[src/rtl/mac_seq.sv]
// Byte-stream sequencer for the 16-lane signed 8-bit MAC: loads operands, waits out
// the MAC latency, accumulates up to 16 chunks and hands the neuron result out.
module mac_seq #(
    parameter int MAC_LAT = 1,
    parameter int ACC_W   = 24
) (
    input  logic             clk,
    input  logic             rst_n,
    input  logic             start,
    input  logic [3:0]       n_chunks,
    input  logic             relu_en,
    input  logic [7:0]       in_data,
    input  logic             in_valid,
    output logic             in_ready,
    output logic [127:0]     pixelsIn,
    output logic [127:0]     weightsIn,
    input  logic [19:0]      sumIn,
    output logic [ACC_W-1:0] res_data,
    output logic             res_valid,
    input  logic             res_ready,
    output logic             busy
);

    localparam int WCW = (MAC_LAT < 1) ? 1 : $clog2(MAC_LAT + 1);

    typedef enum logic [1:0] {IDLE, LOAD, WAIT, DONE} state_t;

    state_t                   state, state_next;
    logic [4:0]               byte_cnt;
    logic [3:0]               chunk_idx;
    logic [3:0]               n_lat;
    logic                     relu_lat;
    logic [WCW-1:0]           wait_cnt;
    logic signed [ACC_W-1:0]  acc;
    logic signed [ACC_W-1:0]  acc_sum;
    logic                     xfer;
    logic                     last_chunk;

    assign xfer       = in_valid && (state == LOAD);
    // n_lat == 0 wraps to 15 here, which is exactly the 16-chunk encoding
    assign last_chunk = (chunk_idx == (n_lat - 4'd1));
    assign acc_sum    = acc + ACC_W'($signed(sumIn));

    always_ff @(posedge clk or negedge rst_n) begin
        if (!rst_n) begin
            state <= IDLE;
        end else begin
            state <= state_next;
        end
    end

    always_comb begin
        state_next = state;
        in_ready   = 1'b0;
        res_valid  = 1'b0;
        busy       = (state != IDLE);
        case (state)
            IDLE: begin
                if (start) state_next = LOAD;
            end
            LOAD: begin
                in_ready = 1'b1;
                if (xfer && (byte_cnt == 5'd31)) state_next = WAIT;
            end
            WAIT: begin
                if (wait_cnt == '0) state_next = last_chunk ? DONE : LOAD;
            end
            DONE: begin
                res_valid = 1'b1;
                if (res_ready) state_next = IDLE;
            end
            default: state_next = IDLE;
        endcase
    end

    always_ff @(posedge clk or negedge rst_n) begin
        if (!rst_n) begin
            byte_cnt  <= '0;
            chunk_idx <= '0;
            n_lat     <= '0;
            relu_lat  <= 1'b0;
            wait_cnt  <= '0;
            acc       <= '0;
            res_data  <= '0;
            pixelsIn  <= '0;
            weightsIn <= '0;
        end else begin
            case (state)
                IDLE: begin
                    if (start) begin
                        acc       <= '0;
                        chunk_idx <= '0;
                        byte_cnt  <= '0;
                        n_lat     <= n_chunks;
                        relu_lat  <= relu_en;
                    end
                end
                LOAD: begin
                    if (xfer) begin
                        if (!byte_cnt[4]) begin
                            pixelsIn[{byte_cnt[3:0], 3'b000} +: 8] <= in_data;
                        end else begin
                            weightsIn[{byte_cnt[3:0], 3'b000} +: 8] <= in_data;
                        end
                        byte_cnt <= byte_cnt + 5'd1;
                        if (byte_cnt == 5'd31) wait_cnt <= WCW'(MAC_LAT);
                    end
                end
                WAIT: begin
                    if (wait_cnt == '0) begin
                        acc <= acc_sum;
                        if (last_chunk) begin
                            res_data <= (relu_lat && acc_sum[ACC_W-1]) ? '0 : acc_sum;
                        end else begin
                            chunk_idx <= chunk_idx + 4'd1;
                            byte_cnt  <= '0;
                        end
                    end else begin
                        wait_cnt <= wait_cnt - WCW'(1);
                    end
                end
                default: ;
            endcase
        end
    end

endmodule

[config.mk]
export PLATFORM = sky130hd
export DESIGN_NAME = mac_seq
export DESIGN_NICKNAME = d
export VERILOG_FILES = /design/src/rtl/mac_seq.sv
export SDC_FILE = /design/constraint.sdc
export NUM_CORES = 1
export LEC_CHECK = 0
export ABC_AREA = 1
export BUFFER_PORTS_ARGS = -buffer_cell sky130_fd_sc_hd__buf_2
export CORE_ASPECT_RATIO = 1.1
export CORE_MARGIN = 2
export CORE_UTILIZATION = 54
export DETAILED_ROUTE_END_ITERATION = 10
export PLACE_DENSITY = 0.86
export SYNTH_ARGS = -nofsm -noshare
export SYNTH_HDL_FRONTEND = slang
export SYNTH_SLANG_ARGS = --single-unit
[constraint.sdc]
create_clock -name clk -period 3.7 [get_ports clk]
set_clock_uncertainty 0.15 [all_clocks]
set_input_delay 0.185 -clock clk [delete_from_list [all_inputs] [get_ports clk]]
set_output_delay 0.185 -clock clk [all_outputs]
set_load 0.05 [all_outputs]
==> results of run 1 <==
[how the worst min path moves through the flow]
stage                          to  cells past startpoint  slack (ns)  startpoint
after floorplan            acc[0]                      0       -0.26       rst_n
after global placement    acc[10]                      1        0.11       rst_n
after detailed placement  acc[10]                      1        0.11       rst_n
after CTS                 acc[10]                      5       0.002   sumIn[10]
after global routing       acc[5]                      5        0.06    sumIn[5]
final                     acc[10]                      5        0.02   sumIn[10]
[per-layer routing]
metal	up-vias	track usage, %
li1	5771	-
met4	0	12.4
met5	-	0
met2	602	47.7
met1	6026	37.6
met3	133	5.56
[sequential cells by signal, summed over array words and instances, names as in the netlist]
signal / cells
relu_lat: 1
weightsIn: 128
res_data: 24
wait_cnt: 1
pixelsIn: 128
chunk_idx: 4
state: 2
n_lat: 4
acc: 24
byte_cnt: 5
[power by group]
group	internal (uW)	switching, uW	total [uW]
Sequential	4210	467	4680
Clock	1810	1350	3170
Combinational	1420	4690	6110
Total	7440	6510	14000
[metrics by stage]
stage                     instance area [um^2]  hold slack (ns)  power, uW  instances
after detailed placement                 16100            0.109      10700       2190
after CTS                                17300          0.00241      13900       2272
after global routing                     17300           0.0631      14700       2272
after floorplan                          14200           -0.261       9150       1569
final                                    17300           0.0200      14000       2272
after global placement                   16100            0.106      10500       2190
[worst register-to-register path, stage by stage (launching register included)]
cell and delay (ns):
dfrtp_1 0.58, clkinv_2 0.29, ha_1 0.49, inv_2 0.18
nor2_4 0.21, inv_1 0.09, nor2_2 0.32, nand3_1 0.52
nand2_1 0.21, o21ai_1 0.08
[area by class of cell]
type	instances	area share (%)
clock buffer	47	5.40
clock inverter	9	0.548
inverter	109	2.38
multi-input combinational	1079	31.4
sequential	321	46.3
tap	352	2.54
timing repair buffer	355	11.4
[Yosys cell counts, drive strengths merged, types with 10 or more instances]
| master | instances | area, um^2 |
|---|---|---|
| a21oi | 22 | 110 |
| buf | 40 | 253 |
| clkbuf | 20 | 75.1 |
| dfrtp | 321 | 8030 |
| ha | 30 | 375 |
| inv | 107 | 404 |
| nand2 | 540 | 2070 |
| nand3 | 111 | 821 |
| nand4 | 10 | 62.6 |
| nor2 | 50 | 262 |
| nor3 | 17 | 101 |
| o21ai | 264 | 1340 |
| xor2 | 14 | 123 |
[what timing repair did]
action	CTS	global route
endpoints found under the setup margin	0	0
endpoints found under the hold margin	118	0
hold buffers	26	0
[logic make-up after synthesis]
group	count (synthesis)	synth area share (%)
adders and majority gates	31	2.78
buffers and inverters	169	5.21
xor gates and xnor gates	21	1.29
and+or+nand+nor	732	23.5
DFF	321	56.5
AOI/OAI and AO/OA	295	10.7
==> impl_results.md, run 1 <==
* FF-to-FF Start: byte_cnt[0]
* Metal2 WL at 18600 um
* Largest net degree at the start of global routing at 96
* CTS H-tree depth at 1
* Seq/Total Area, Yosys at a little under three fifths
* Sum of negative setup slack at 0 ns
* Vias at 12532
* Critical Path Start: byte_cnt[0]
* Syn avg cell area at between 9 and 10 um^2
* Worst EP arrival at ~3.6 ns
* Final WS setup at 0.419 ns
* Final Net Count at 1966
* Commonest non-fill, non-tap cells in the layout: 531 x nand2_1, 321 x dfrtp_1, 319 x buf_2, 198 x o21ai_1, 99 x inv_1
* RSZ-0062 raised after global routing: false
* Top Ports at approximately 320
* DRC at 0
* Critical Path End Type: flop
* Crit path buffers/inverters at 3
* Register area at roughly 8000 um^2
* Final ANT Viol Nets at 0
* Final WL at 40000 um
* CTS tree: done
* Wire per inst at around 18 um
* Syn Nets at 1638
* Die height at roughly 170 um
* Slew @ Worst Pin at 0.864 ns
* Vias in the first global route at around 12000
* Largest fanout on the critical path at 17
* Top layer in use: met4
* Worst hold path class: in2reg
* Cell breakdown of the critical path: clkinv_2 -> ha_1 -> inv_2 -> nor2_4 -> inv_1 -> nor2_2 -> nand3_1 -> nand2_1 -> o21ai_1
* Tmin final at about 3.3 ns
* Async SR Flop Fraction at between 90% and 100%
* First-pass GRT wire length at between 60000 and 70000 um
* Clock tree buffer depth at 3
* Starting Density at 54.7%
* Global route overflow at 0
* Post-synth design cell area at 14200 um^2
* Crit-path slowest cell: dfrtp_1
* 1st-iter DRT viols at roughly 1000
* Post-CTS Resized at 0
* Clk_lat worst skew at roughly 0.57 ns
* Final count of hold timing violations at 0
* Cell count after synthesis at roughly 1600
* Stages on worst setup path at 9
* Status: complete, no violations
* Die area at between 20000 and 30000 um^2
* Final Core Density at around two thirds
* WL met3 at 3310 um
* Core outline area at roughly 26000 um^2
* Slowest cell delay on critical path at roughly 0.58 ns
* Final Wtd Congestion at 0.909
* FF-to-FF End: weightsIn[18]
* Area Growth Syn to Fin at 21.9%
* Port Buffers at 320
* FF-to-FF path depth at 9
* Share of layout cells above drive strength 1 at 22.8%
* Post-Place Setup Slack at between 0.4 and 0.5 ns
* Gr usage total at between 20% and 30%
* Worst VDD drop at 0.000612 V
* 1st-pass router iterations at 5
* Antenna diodes at 0
* EDFF count, synth at 0
* Clock Pin Slew Worst Setup and Hold Paths at 0.07 ns
* Pwr per Cell Area at just over 800 nW/um^2
* #FFs+latches synth at approximately 320
* Leak at approximately 0.009 uW
* Period utilisation layout at around nine tenths
* DRT met1 WL at 16200 um
* Die Wd at approximately 160 um
* Number of buffers created by CTS at 31
* Most used DFF post-synth: dfrtp_1
* Worst EP required at 3.98 ns
* Dpl hpwl at about 28000 um
* WS Path Type: reg2reg
* Critical Path Source Type: flop
* Commonest non-fill, non-tap cell in the layout: nand2_1
* Num rows at 62
* Clock root buffer master: clkbuf_16
* Initial antenna violation count at 0
* Vias per cell at approximately 5.5
* MaxCap Viol Count at 0
* Max Clk Rate at between 0.3 and 0.4 GHz
* Synth cell types at between 40 and 50
* Critical path's top delay family: simple AND/OR/NAND/NOR gates
* Area taken by multi-input logic gates at roughly 5500 um^2
* Reg-to-reg setup timing slack at roughly 0.42 ns
* # setup viols final at 0
* Slew headroom at between 40 and 50%
* Final Max Tran Viols at 0
* Filler instances at 1982
* Clock sink count at between 300 and 400
* Post-CTS Setup Repair Bufs at 0
* Yosys warns at 0
* Crit path to: weightsIn[18]
(Power assumes the default switching activity.)
==> inputs of run 2 (changes only) <==
--- a/config.mk
+++ b/config.mk
@@ -5,7 +5,7 @@
 export SDC_FILE = /design/constraint.sdc
 export NUM_CORES = 1
 export LEC_CHECK = 0
-export ABC_AREA = 1
+export ABC_AREA = 0
 export BUFFER_PORTS_ARGS = -buffer_cell sky130_fd_sc_hd__buf_2
 export CORE_ASPECT_RATIO = 1.1
 export CORE_MARGIN = 2
==> impl_results.md, run 2 <==
* Status: complete, no violations (unchanged)
* Vias at 10312 (was 12532)
* Top-count cell post-synth: dfrtp_1 (was nand2_1)
* Clk_lat worst skew at 0.57 ns (about the same)
* 1st-pass router iterations at 5 (unchanged)
* Die Wd at 156 um (was 159 um)
* Syn Nets at 1197 (was 1638)
* Clock Pin Slew Worst Setup and Hold Paths at 0.06 ns (was 0.07 ns)
* Largest net degree at the start of global routing at 112 (was 96)
* # setup viols final at 0 (unchanged)
* Non-filler cells, final at 1794 (was 2272)
* Final Max Tran Viols at 0 (unchanged)
* Worst VDD drop at 0.000678 V (was 0.000612 V)
* Vias per cell at 5.75 (was 5.52)
* First-pass GRT wire length at 56400 um (was 64500 um)
* WS Path Type: reg2reg (unchanged)
* Final WS setup at 0.581 ns (was 0.419 ns)
* Synth top area share at 58.7% (was 56.5%)
* Seq/Total Area, Yosys at 58.7% (was 56.5%)
* Slowest cell delay on critical path at 0.61 ns (was 0.58 ns)
* Cell breakdown of the critical path: inv_1 -> ha_1 -> o21bai_1 -> mux2i_4 -> nor4_1 -> nand2_1 -> nand2_1 -> o21ai_0 (was clkinv_2 -> ha_1 -> inv_2 -> nor2_4 -> inv_1 -> nor2_2 -> nand3_1 -> nand2_1 -> o21ai_1)
* Synth cell types at 58 (was 46)
* Worst EP arrival at 3.40 ns (was 3.56 ns)
* Max Clk Rate at 0.321 GHz (was 0.305 GHz)
* Clock root buffer master: clkbuf_16 (unchanged)
* Starting Density at 54.5% (was 54.7%)
* Area leader, netlist: dfrtp_1 (unchanged)
* Leak at 0.00879 uW (was 0.00924 uW)
* Async SR Flop Fraction at 100% (unchanged)
* DRC at 0 (unchanged)
* Wire per inst at 20.4 um (was 17.6 um)
* Core outline area at 25100 um^2 (was 26000 um^2)
* Sum of negative setup slack at 0 ns (unchanged)
* Syn avg cell area at 12.1 um^2 (was 9.07 um^2)
* Slew headroom at 41.4% (was 42.3%)
* Most frequent cells after synthesis: 321 x dfrtp_1, 165 x mux2_2, 160 x nand2_1 (was 531 x nand2_1, 321 x dfrtp_1, 198 x o21ai_1)
* Largest fanout on the critical path at 16 (was 17)
* Gr usage total at 26.9% (was 28.9%)
* Clock tree buffer depth at 3 (unchanged)
* Filler instances at 1787 (was 1982)
* Critical Path End Type: flop (unchanged)
* Share of layout cells above drive strength 1 at 38.8% (was 22.8%)
* CTS H-tree depth at 1 (unchanged)
* EDFF count, synth at 0 (unchanged)
* Crit-path slowest cell: nor4_1 (was dfrtp_1)
* Top Ports at 321 (unchanged)
* Period utilisation layout at 84.3% (was 88.7%)
* Final Net Count at 1523 (was 1966)
* Tmin final at 3.12 ns (was 3.28 ns)
* Slew @ Worst Pin at 0.878 ns (was 0.864 ns)
* Area Growth Syn to Fin at 22.9% (was 21.9%)
* Num rows at 61 (was 62)
* Number of buffers created by CTS at 31 (unchanged)
* Vias in the first global route at 10411 (was 12335)
* Post-Place Setup Slack at 0.629 ns (was 0.450 ns)
* CP dominant cell by count: nand2_1
* Worst EP required at 3.98 ns (about the same)
* Final WL at 36700 um (was 40000 um)
* Placed cell count at 1720 (was 2190)
* Dpl hpwl at 25500 um (was 27700 um)
* Die height at 171 um (was 174 um)
* Area taken by multi-input logic gates at 5390 um^2 (was 5450 um^2)
* 1st-iter DRT viols at 526 (was 1041)
* Worst hold path class: in2async (was in2reg)
* Final ANT Viol Nets at 0 (unchanged)
* Clock sink count at 321 (unchanged)
* Initial antenna violation count at 1 (was 0)
* Crit path buffers/inverters at 1 (was 3)
* Critical path's top delay family: simple AND/OR/NAND/NOR gates (unchanged)
* Post-synth design cell area at 13700 um^2 (was 14200 um^2)
* Final count of hold timing violations at 0 (unchanged)
* Yosys warns at 0 (unchanged)
* Regs by FF count: pixelsIn (128), weightsIn (128) (unchanged)
* Critical Path Source Type: flop (unchanged)
* Pwr per Cell Area at 877 nW/um^2 (was 804 nW/um^2)
* Largest cells by area after synthesis: dfrtp_1 59%, mux2_2 14%, nand2_1 4.4% (was dfrtp_1 56%, nand2_1 14%, o21ai_1 7.0%)
* Port Buffers at 320 (unchanged)
* Commonest non-fill, non-tap cells in the layout: 321 x dfrtp_1, 319 x buf_2, 165 x mux2_2, 160 x nand2_1, 118 x o21ai_0 (was 531 x nand2_1, 321 x dfrtp_1, 319 x buf_2, 198 x o21ai_1, 99 x inv_1)
* Register area at 8030 um^2 (unchanged)
* CTS tree: done (unchanged)
* Die area at 26600 um^2 (was 27700 um^2)
* Commonest non-fill, non-tap cell in the layout: dfrtp_1 (was nand2_1)
* Cell count after synthesis at 1128 (was 1569)
* Most used DFF post-synth: dfrtp_1 (unchanged)
* Global route overflow at 0 (unchanged)
* Final Wtd Congestion at 0.914 (was 0.909)
* #FFs+latches synth at 321 (unchanged)
* MaxCap Viol Count at 0 (unchanged)
* RSZ-0062 raised after global routing: false (unchanged)
[run 2: cell types whose count changed in the layout (fill, tap and decap cells not counted), moves of 20 or more]
cell	change
o21ai_1	-197
nand3_1	-73
mux2_2	+165
nand3_4	-20
nand2_1	-371
a22o_1	+44
o21ai_0	+58
inv_1	-87
[run 2: metal layers]
layer / vias up / GRT usage [%] / wire (um)
met5: - / 0 / 0
met2: 413 / 44.2 / 17800
met1: 5147 / 34.3 / 14500
met4: 0 / 11.7 / 1580
li1: 4641 / - / -
met3: 111 / 6.69 / 2820
[run 2: area by class of cell]
| type | count | area share, % |
|---|---|---|
| diodes | 1 | 0.0149 |
| well taps | 315 | 2.34 |
| clock buffers | 48 | 5.64 |
| multi-input cells | 743 | 32.0 |
| repair buffers | 345 | 11.2 |
| inverters | 12 | 0.268 |
| clock inverters | 9 | 0.833 |
| flip-flops and latches | 321 | 47.7 |
[run 2: cells by family (layout without fill, tap and decap cells)]
family                   after synthesis  in the layout  synth area share (%)
other                                  0              1                     0
flip-flops                           321            321                  58.7
XOR/XNOR                              31             31                  2.04
buffers and inverters                 64            414                  2.03
adder cells (fa/ha/maj)               31             31                  2.89
AND/OR/NAND/NOR                      282            282                  9.85
AO/OA/AOI/OAI                        230            230                  10.6
multiplexers                         169            169                  14.0
[run 2: worst paths after layout]
kind                               startpoint        endpoint  slack, ns  cells after the start
worst max-delay path              byte_cnt[0]    pixelsIn[43]       0.58                      8
worst min-delay path                    rst_n  weightsIn[113]       0.07                      2
worst max register to register    byte_cnt[0]    pixelsIn[43]       0.58                      8
worst min register to register  weightsIn[59]   weightsIn[59]       0.32                      2
max in group asynchronous               rst_n   weightsIn[59]       2.23                      3
min in group clk                   in_data[6]    pixelsIn[54]       0.07                      2
[run 2: metrics by stage]
stage / cell area (um^2) / utilization [%] / hold slack (ns) / power (uW)
CTS: 16800 / 67.0 / 0.0570 / 14800
global placement: 15600 / 62.0 / 0.141 / 11200
finish: 16800 / 67.0 / 0.0695 / 14800
detailed placement: 15600 / 62.0 / 0.147 / 11400
global route: 16800 / 67.0 / 0.0817 / 15400
floorplan: 13700 / - / -0.261 / 9730
[run 2: repair_timing]
action                    in CTS  in global routing
buffers inserted               0                  0
hold buffers                  16                  0
gates resized for setup        0                  0
hold endpoints to repair     121                  0
[run 2: power breakdown]
group | internal, uW | switching, uW
Clock | 1970 | 1340
Combinational | 1540 | 4860
Sequential | 4440 | 614
==> inputs of run 3 (changes only) <==
==> constraint.sdc (replaced) <==
create_clock -name clk -period 3 [get_ports clk]
set_clock_uncertainty 0.15 [all_clocks]
set_input_delay 0.15 -clock clk [delete_from_list [all_inputs] [get_ports clk]]
set_output_delay 0.15 -clock clk [all_outputs]
set_load 0.05 [all_outputs]
==> impl_results.md, run 3 (synthesis gave the netlist of run 2 again) <==
* Status: complete, no violations (unchanged)
* Final Max Tran Viols at 0 (unchanged)
* Met1 Usage GRT at 34.8% (was 34.3%)
* Pwr per Cell Area at 1090 nW/um^2 (was 877 nW/um^2)
* Antenna diodes at 0 (was 1)
* Number of buffers created by CTS at 34 (was 31)
* Port Buffers at 320 (unchanged)
* Final WS setup at 0.195 ns (was 0.581 ns)
* Starting Density at 54.5% (unchanged)
* DRC at 0 (unchanged)
* Initial antenna violation count at 0 (was 1)
* 1st-iter DRT viols at 604 (was 526)
* RSZ-0062 raised after global routing: false (unchanged)
* Post-Place Setup Slack at 0.00644 ns (was 0.629 ns)
* Clock Pin Slew Worst Setup and Hold Paths at 0.06 ns (about the same)
* Largest fanout on the critical path at 8 (was 16)
* Wire per inst at 20.6 um (was 20.4 um)
* Sum of negative setup slack at 0 ns (unchanged)
* Vias in the first global route at 10616 (was 10411)
* Final Wtd Congestion at 0.904 (was 0.914)
* Commonest non-fill, non-tap cell in the layout: dfrtp_1 (unchanged)
* Worst VDD drop at 0.000974 V (was 0.000678 V)
* Worst EP arrival at 3.04 ns (was 3.40 ns)
* Final Power at 18400 uW (was 14800 uW)
* 1st-pass router iterations at 5 (unchanged)
* First-pass GRT wire length at 57700 um (was 56400 um)
* Clock root buffer master: clkbuf_16 (unchanged)
* Vias per cell at 5.78 (was 5.75)
* Final Net Count at 1531 (was 1523)
* Leak at 0.00884 uW (was 0.00879 uW)
* Die area at 26600 um^2 (unchanged)
* Clock tree buffer depth at 3 (unchanged)
* Core outline area at 25100 um^2 (unchanged)
* Top Ports at 321 (unchanged)
* Non-filler cells, final at 1800 (was 1794)
* Max Clk Rate at 0.356 GHz (was 0.321 GHz)
* Slew headroom at 50.4% (was 41.4%)
* Die height at 171 um (unchanged)
* CTS tree: done (unchanged)
* Placed cell count at 1730 (was 1720)
* Slew @ Worst Pin at 0.745 ns (was 0.878 ns)
* Clk_lat worst skew at 0.51 ns (was 0.57 ns)
* Grt met2 use at 45.4% (was 44.2%)
* Commonest non-fill, non-tap cells in the layout: 321 x dfrtp_1, 319 x buf_2, 165 x mux2_2, 160 x nand2_1, 118 x o21ai_0 (unchanged)
* CTS H-tree depth at 2 (was 1)
* Period utilisation layout at 93.5% (was 84.3%)
* Final count of hold timing violations at 0 (unchanged)
* Dpl hpwl at 25600 um (was 25500 um)
* Die Wd at 156 um (unchanged)
* Num rows at 61 (unchanged)
* Regs by FF count: pixelsIn (128), weightsIn (128) (unchanged)
* Critical Path Source Type: flop (unchanged)
* Area Growth Syn to Fin at 23.4% (was 22.9%)
* Vias at 10409 (was 10312)
* Worst EP required at 3.24 ns (was 3.98 ns)
* WHS at 0.0224 ns (was 0.0695 ns)
* Reg-to-reg setup timing slack at 0.19 ns (was 0.58 ns)
* Largest net degree at the start of global routing at 89 (was 112)
* Critical Path End Type: flop (unchanged)
* Gr usage total at 27.5% (was 26.9%)
* Clock sink count at 321 (unchanged)
* Worst hold path class: in2reg (was in2async)
* MaxCap Viol Count at 0 (unchanged)
* Tmin final at 2.81 ns (was 3.12 ns)
* # setup viols final at 0 (unchanged)
* WS Path Type: reg2reg (unchanged)
* Global route overflow at 0 (unchanged)
* Most used routing layer: met2 (unchanged)
* Final WL at 37100 um (was 36700 um)
* Final ANT Viol Nets at 0 (unchanged)
* Met3 Track Usage GR at 6.66% (was 6.69%)
* Share of layout cells above drive strength 1 at 39.5% (was 38.8%)
## run 3: changes by cell type in the layout (fill, tap and decap cells not counted), moves of 3 or more
cell	change
buf_4	+10
clkbuf_16	+4
clkbuf_8	-5
clkinv_4	+3
dlygate4sd3_1	-5
## run 3: area by class of cell
| cell class | instances | area (um^2) |
|---|---|---|
| clock buffers | 46 | 977 |
| clock inverters | 13 | 163 |
| fillers | 1766 | 8210 |
| inverters | 12 | 45.0 |
| multi-input cells | 743 | 5390 |
| flip-flops and latches | 321 | 8030 |
| well taps | 315 | 394 |
| repair buffers | 350 | 1900 |
## run 3: power by group
group          internal (uW)  total [uW]  switching, uW
Combinational           1910        7950           6040
Clock                   2550        4270           1720
Sequential              5470        6180            708
## run 3: what timing repair did
action,CTS,global route
resized for setup,1,0
buffers inserted,0,0
endpoints found under the setup margin,1,0
hold buffers,11,0
endpoints found under the hold margin,94,0
## run 3: metrics by stage
step / instance area (um^2) / util (%)
after floorplan: 13700 / -
after global placement: 15600 / 62.3
after detailed placement: 15600 / 62.3
after CTS: 16900 / 67.3
after global routing: 16900 / 67.3
final: 16900 / 67.3
## run 3: routing by layer
| metal | vias to the layer above | part of all wire (%) |
|---|---|---|
| met5 | - | 0 |
| met4 | 0 | 4.6 |
| li1 | 4654 | - |
| met2 | 462 | 49 |
| met3 | 125 | 7.3 |
| met1 | 5168 | 39 |
## run 3: worst paths after layout
path                                     from       endpoint  depth (start not counted)
worst max register to register    byte_cnt[0]   pixelsIn[32]                          6
max in group asynchronous               rst_n    res_data[2]                          3
worst min-delay path                res_ready       state[1]                          4
min in group asynchronous               rst_n  pixelsIn[113]                          2
worst max-delay path              byte_cnt[0]   pixelsIn[32]                          6
worst min register to register  pixelsIn[122]  pixelsIn[122]                          2
## run 3: critical path: stages, from the launching register on
cell	delay [ns]
dfrtp_1	0.35
inv_1	0.09
ha_1	0.30
xnor2_1	0.45
nand2_1	0.37
nor3_4	0.55
mux2_2	0.40
